[src/rtl/sparse_operand_issuer.sv]
`default_nettype none
// ============================================================================
// Module   : sparse_operand_issuer
// Purpose  : Transmit side of the MFU operand interface for the sparse DNN
//            datapath. Merges two compressed sparse streams (activations and
//            weights, each value + index) by index intersection and issues
//            only the matching pairs as 9-bit sign/zero-extended operands
//            (8x8 mode). Every vector ends with a zero-operand terminator
//            beat that carries the number of pairs issued for that vector.
// Ports    : clk, rst            - clock, synchronous active-high reset
//            a_signed, w_signed  - per-stream extension mode (1 = signed)
//            act_* / wgt_*       - compressed input streams (valid/ready,
//                                  data, idx, last)
//            out_*               - registered operand slot to the MFU
//                                  (valid/ready, a, w, idx, last, cnt)
// Options  : ZERO_SKIP_EN - when defined, matched pairs with a zero operand
//                           are consumed but neither issued nor counted.
// Revision : 1.0 - initial release
// ============================================================================
module sparse_operand_issuer #(
    parameter int IDX_W = 8,
    parameter int CNT_W = 9
) (
    input  logic             clk,
    input  logic             rst,
    input  logic             a_signed,
    input  logic             w_signed,
    input  logic             act_valid,
    output logic             act_ready,
    input  logic [7:0]       act_data,
    input  logic [IDX_W-1:0] act_idx,
    input  logic             act_last,
    input  logic             wgt_valid,
    output logic             wgt_ready,
    input  logic [7:0]       wgt_data,
    input  logic [IDX_W-1:0] wgt_idx,
    input  logic             wgt_last,
    output logic             out_valid,
    input  logic             out_ready,
    output logic [8:0]       out_a,
    output logic [8:0]       out_w,
    output logic [IDX_W-1:0] out_idx,
    output logic             out_last,
    output logic [CNT_W-1:0] out_cnt
);

    localparam logic [1:0] c_ST_MERGE   = 2'd0;
    localparam logic [1:0] c_ST_DRAIN_W = 2'd1;
    localparam logic [1:0] c_ST_DRAIN_A = 2'd2;
    localparam logic [1:0] c_ST_FLUSH   = 2'd3;

    localparam logic [CNT_W-1:0] c_CNT_ONE = {{(CNT_W-1){1'b0}}, 1'b1};

    logic [1:0]       r_state;
    logic [1:0]       w_state_nxt;
    logic [CNT_W-1:0] r_count;

    logic             r_out_valid;
    logic [8:0]       r_out_a;
    logic [8:0]       r_out_w;
    logic [IDX_W-1:0] r_out_idx;
    logic             r_out_last;
    logic [CNT_W-1:0] r_out_cnt;

    logic             w_slot_free;
    logic             w_zero_pair;
    logic             w_act_rdy;
    logic             w_wgt_rdy;
    logic             w_act_end;
    logic             w_wgt_end;
    logic             w_load_pair;
    logic             w_load_term;
    logic [8:0]       w_ext_a;
    logic [8:0]       w_ext_w;

    // The slot can accept a new beat when it is empty or being drained now.
    assign w_slot_free = !r_out_valid || out_ready;

    assign w_ext_a = {a_signed & act_data[7], act_data};
    assign w_ext_w = {w_signed & wgt_data[7], wgt_data};

`ifdef ZERO_SKIP_EN
    // A product with a zero operand contributes nothing, so the pair is
    // consumed without occupying the output slot.
    assign w_zero_pair = (act_data == 8'd0) || (wgt_data == 8'd0);
`else
    assign w_zero_pair = 1'b0;
`endif

    // ------------------------------------------------------------------
    // Next-state, pop and load decisions
    // ------------------------------------------------------------------
    always_comb begin
        w_act_rdy   = 1'b0;
        w_wgt_rdy   = 1'b0;
        w_act_end   = 1'b0;
        w_wgt_end   = 1'b0;
        w_load_pair = 1'b0;
        w_load_term = 1'b0;
        w_state_nxt = r_state;

        case (r_state)
            c_ST_MERGE: begin
                if (act_valid && wgt_valid) begin
                    if (act_idx == wgt_idx) begin
                        if (w_zero_pair) begin
                            w_act_rdy = 1'b1;
                            w_wgt_rdy = 1'b1;
                        end else if (w_slot_free) begin
                            w_act_rdy   = 1'b1;
                            w_wgt_rdy   = 1'b1;
                            w_load_pair = 1'b1;
                        end
                    end else if (act_idx < wgt_idx) begin
                        // Activation has no partner in the weight stream.
                        w_act_rdy = 1'b1;
                    end else begin
                        w_wgt_rdy = 1'b1;
                    end

                    w_act_end = w_act_rdy && act_last;
                    w_wgt_end = w_wgt_rdy && wgt_last;

                    if (w_act_end && w_wgt_end) begin
                        w_state_nxt = c_ST_FLUSH;
                    end else if (w_act_end) begin
                        w_state_nxt = c_ST_DRAIN_W;
                    end else if (w_wgt_end) begin
                        w_state_nxt = c_ST_DRAIN_A;
                    end
                end
            end

            c_ST_DRAIN_W: begin
                // Remaining weights cannot match anything; discard them.
                w_wgt_rdy = 1'b1;
                if (wgt_valid && wgt_last) begin
                    w_state_nxt = c_ST_FLUSH;
                end
            end

            c_ST_DRAIN_A: begin
                w_act_rdy = 1'b1;
                if (act_valid && act_last) begin
                    w_state_nxt = c_ST_FLUSH;
                end
            end

            c_ST_FLUSH: begin
                if (w_slot_free) begin
                    w_load_term = 1'b1;
                    w_state_nxt = c_ST_MERGE;
                end
            end

            default: begin
                w_state_nxt = c_ST_MERGE;
            end
        endcase

        // Upstream FIFOs share this reset, so nothing may be popped during it.
        if (rst) begin
            w_act_rdy   = 1'b0;
            w_wgt_rdy   = 1'b0;
            w_load_pair = 1'b0;
            w_load_term = 1'b0;
        end
    end

    assign act_ready = w_act_rdy;
    assign wgt_ready = w_wgt_rdy;

    // ------------------------------------------------------------------
    // State register and per-vector pair counter
    // ------------------------------------------------------------------
    always_ff @(posedge clk) begin
        if (rst) begin
            r_state <= c_ST_MERGE;
            r_count <= '0;
        end else begin
            r_state <= w_state_nxt;
            if (w_load_term) begin
                r_count <= '0;
            end else if (w_load_pair && !(&r_count)) begin
                r_count <= r_count + c_CNT_ONE;
            end
        end
    end

    // ------------------------------------------------------------------
    // Output slot: holds all fields while out_valid && !out_ready
    // ------------------------------------------------------------------
    always_ff @(posedge clk) begin
        if (rst) begin
            r_out_valid <= 1'b0;
            r_out_a     <= '0;
            r_out_w     <= '0;
            r_out_idx   <= '0;
            r_out_last  <= 1'b0;
            r_out_cnt   <= '0;
        end else if (w_load_pair) begin
            r_out_valid <= 1'b1;
            r_out_a     <= w_ext_a;
            r_out_w     <= w_ext_w;
            r_out_idx   <= act_idx;
            r_out_last  <= 1'b0;
        end else if (w_load_term) begin
            // Zero operands make the terminator a harmless 0*0 at the MFU.
            r_out_valid <= 1'b1;
            r_out_a     <= '0;
            r_out_w     <= '0;
            r_out_idx   <= '0;
            r_out_last  <= 1'b1;
            r_out_cnt   <= r_count;
        end else if (out_ready) begin
            r_out_valid <= 1'b0;
        end
    end

    assign out_valid = r_out_valid;
    assign out_a     = r_out_a;
    assign out_w     = r_out_w;
    assign out_idx   = r_out_idx;
    assign out_last  = r_out_last;
    assign out_cnt   = r_out_cnt;

endmodule
`default_nettype wire
[config.mk]
export PLATFORM = sky130hd
export DESIGN_NAME = sparse_operand_issuer
export DESIGN_NICKNAME = d
export VERILOG_FILES = /design/src/rtl/sparse_operand_issuer.sv
export SDC_FILE = /design/constraint.sdc
export NUM_CORES = 1
export LEC_CHECK = 0
export CAP_MARGIN = 40
export CORE_MARGIN = 2
export CORE_UTILIZATION = 41
export CTS_BUF_LIST = sky130_fd_sc_hd__clkbuf_4
export CTS_CLUSTER_SIZE = 20
export DETAILED_ROUTE_END_ITERATION = 16
export PLACE_DENSITY = 0.79
export SYNTH_ARGS = -nofsm -noshare
export SYNTH_HDL_FRONTEND = slang
export SYNTH_SLANG_ARGS = --single-unit
[constraint.sdc]
create_clock -name clk -period 3.5 [get_ports clk]
set_input_delay 1.05 -clock clk [delete_from_list [all_inputs] [get_ports clk]]
set_output_delay 1.05 -clock clk [all_outputs]
set_load 0.01 [all_outputs]
==> results.sh <==
export IMPL_status="finished with violations"
export IMPL_failed_checks="setup timing"
export IMPL_synth_seq_area_share=0.4414
export IMPL_grt_overflow=0
export IMPL_insertion_delay_ps=360
export IMPL_routed_via_density=4.922
export IMPL_ys_warn_count=0
export IMPL_drc_errors=0
export IMPL_r2r_start="r_state[1]"
export IMPL_drive_above_1_share=0.1726
export IMPL_p_switching_mw=0.2941
export IMPL_io_pins=80
export IMPL_gr_usage_met1=0.2364
export IMPL_start_kind="primary input"
export IMPL_fillers=453
export IMPL_diodes=0
export IMPL_fin_worst_skew_ps=9.495
export IMPL_worst_pin_slew_ps=399.8
export IMPL_grt_util_met3=0.04353
export IMPL_cts_tree="yes"
export IMPL_hp_class="reg2reg"
export IMPL_cts_made_buffers=5
export IMPL_clk_path_buf_depth=2
export IMPL_crit_chain="buf_8, inv_4, ha_4, nand2b_4, a2111o_1, a31o_4, and2_4, a21oi_2, nor2_2, buf_2"
export IMPL_finalWirelength_um=5545
export IMPL_grt_pass1_vias=1974
export IMPL_synth_area_um2=2177
export IMPL_hold_buffers=0
export IMPL_crit_required_ps=2450
export IMPL_synthTopCellsByArea="dfxtp_1 (44%), nand2_1 (12%), ha_1 (8.0%), o21ai_0 (7.8%), nand3_1 (3.2%)"
export IMPL_p_per_area_nw_per_um2=323.9
export IMPL_dr_pass1_iters=4
export IMPL_area_growth_synth_to_final_pct=51.78
export IMPL_finalMaxSlewViolations=0
export IMPL_critPathTopFamily="compound AO/OA/AOI/OAI gates"
export IMPL_met2_usage=0.3351
export IMPL_cts_root_buf="clkbuf_4"
export IMPL_p_clk_frac=0.233
export IMPL_p_leak_nw=1.257
export IMPL_die_area_um2=5909
export IMPL_initial_core_util=0.4263
export IMPL_portBuffers=79
export IMPL_top_usage_layer="met2"
export IMPL_final_period_utilization=1.031
export IMPL_setup_viol=2
export IMPL_startpoint="act_idx[0]"
export IMPL_hold_ws_ps=463.4
export IMPL_syn_inst=268
export IMPL_grt_usage=0.1914
export IMPL_crit_buf_inv=3
export IMPL_design_core_area_um2=5107
export IMPL_seq_area_um2=960.9
export IMPL_hold_violations=0
export IMPL_die_height_um=76.87
export IMPL_first_iter_violations=73
export IMPL_finalCriticalPeriod_ps=3609
export IMPL_p_int_mw=0.7762
export IMPL_grt_pass1_wl_um=9321
export IMPL_setup_tns_final_ps=-139.5
export IMPL_maxSlewHeadroom=0.7313
export IMPL_path_max_fanout=3
export IMPL_path_clk_slew_ps=130
export IMPL_post_place_ws_ps=-1037
export IMPL_wl_per_cell_um=12.75
export IMPL_drv_cap=0
export IMPL_critPathMaxStageDelay_ps=360
export IMPL_cp_end_kind="output port"
export IMPL_multi_input_area_um2=1241
export IMPL_max_vdd_ir_drop_mv=0.2382
export IMPL_avgSynthCellArea_um2=8.123
export IMPL_num_vias=2141
export IMPL_power_frac_seq=0.530
export IMPL_ys_types=34
export IMPL_fmax_mhz=277.1
export IMPL_hpwl_um=4148
export IMPL_yosysTopAreaCellShare=0.4414
export IMPL_routabilityCongestion=0.9697
export IMPL_fin_nets=419
export IMPL_grt_max_degree=47
export IMPL_die_x_um=76.87
export IMPL_synth_seq_cells=48
export IMPL_combPwrFrac=0.237
export IMPL_crit_type="in2out"
export IMPL_ant_nets=0
export IMPL_cp_arrival_ps=2560
export IMPL_hp_start="out_idx[5]"
export IMPL_rsz0062_at_grt="true"
export IMPL_synth_top_area_cell="dfxtp_1"
export IMPL_rows=26
export IMPL_antenna_found_initial=0
export IMPL_switching_share=0.2748
export IMPL_clock_sinks=48
export IMPL_fin_ws_ps=-109.2
export IMPL_htree_levels=2
export IMPL_worst_path_max_delay_cell="a2111o_1"
export IMPL_synth_fp_nets=323
[repair_timing]
| action | 4_1_cts | 5_1_grt |
|---|---|---|
| resized for setup | 58 | 3 |
| buffers inserted | 1 | 1 |
| endpoints found under the setup margin | 2 | 2 |
| pin swaps | 13 | 4 |
[state kept, by name (all words and copies together), names as in the netlist]
| register | flops |
|---|---|
| out_valid | 1 |
| out_a | 9 |
| out_idx | 8 |
| out_w | 9 |
| out_last | 1 |
| r_count | 9 |
| out_cnt | 9 |
| r_state | 2 |
[layout make-up]
type                       instances  share of cell area
multi-input combinational        200              0.3756
timing repair buffer              98              0.2768
sequential                        48              0.2908
tap                               70             0.02651
inverter                          11             0.01325
clock buffer                       6             0.01363
clock inverter                     2            0.003408
[Yosys cell counts, drive strengths merged]
master,number
a2111o,1
a211oi,1
a21boi,1
a21oi,9
a221o,1
a221oi,1
a31o,4
a32o,1
and2,1
and3,4
and4,2
buf,3
clkbuf,6
dfxtp,48
ha,14
inv,11
mux2i,2
nand2,72
nand2b,3
nand3,14
nand4,3
nor2,19
nor2b,2
nor3,1
nor4,1
o21ai,34
o311a,1
or3,1
xnor2,2
xor2,5
[cell families after synthesis]
family,Yosys count,synth area share
AOI/OAI and AO/OA,54,0.1477
xor gates and xnor gates,7,0.02816
adders and majority gates,14,0.08046
buffers and inverters,20,0.03620
DFF,48,0.4414
muxes,2,0.009196
and+or+nand+nor,123,0.2569
[tightest hold or removal path, stage by stage, from the launching register on]
cell and delay (ps):
dfxtp_1 330, nand2_1 50, o21ai_0 60
[cell usage in the layout (no fill, tap or decap), types with 5 or more instances in the layout]
master,synthesis,layout
a21oi_1,9,5
buf_4,0,18
clkbuf_4,0,6
clkdlybuf4s50_1,0,61
dfxtp_1,48,48
dlygate4sd2_1,0,10
ha_1,14,7
ha_4,0,5
inv_1,11,7
nand2_1,72,71
nand3_1,14,13
nor2_1,18,17
o21ai_0,34,32
xor2_1,5,5
[worst paths after layout]
kind	endpoint	slack, ps	cells after the start
worst min register to register	out_idx[5]	460	2
worst max register to register	r_count[5]	1400	9
worst max-delay path	wgt_ready	-110	10
worst min-delay path	out_idx[5]	460	2
[power by group through the flow]
| stage | logic (mW) | registers [mW] | clock network, mW |
|---|---|---|---|
| 2_1_floorplan | 0.141 | 0.577 | 0 |
| 3_3_place_gp | 0.241 | 0.579 | 0 |
| 3_5_place_dp | 0.243 | 0.580 | 0 |
| 4_1_cts | 0.250 | 0.568 | 0.260 |
| 5_1_grt | 0.283 | 0.570 | 0.293 |
| 6_report | 0.253 | 0.568 | 0.249 |
[per-stage QoR]
stage / total power [mW] / utilization / cell area [um^2] / cells
6_report: 1.070 / 0.6470 / 3304 / 435
3_5_place_dp: 0.8226 / 0.6205 / 3169 / 425
2_1_floorplan: 0.7183 / - / 2185 / 268
3_3_place_gp: 0.8198 / 0.6191 / 3162 / 424
5_1_grt: 1.145 / 0.6470 / 3304 / 435
4_1_cts: 1.078 / 0.6458 / 3298 / 434
[routing by layer]
layer / vias up / part of all wire / routed length, um
met3: 5 / 0.054 / 302
li1: 1095 / - / -
met2: 64 / 0.49 / 2726
met5: - / 0 / 0
met4: 0 / 0.010 / 58
met1: 977 / 0.44 / 2458
No activity file was read; power rests on OpenSTA's default activity.
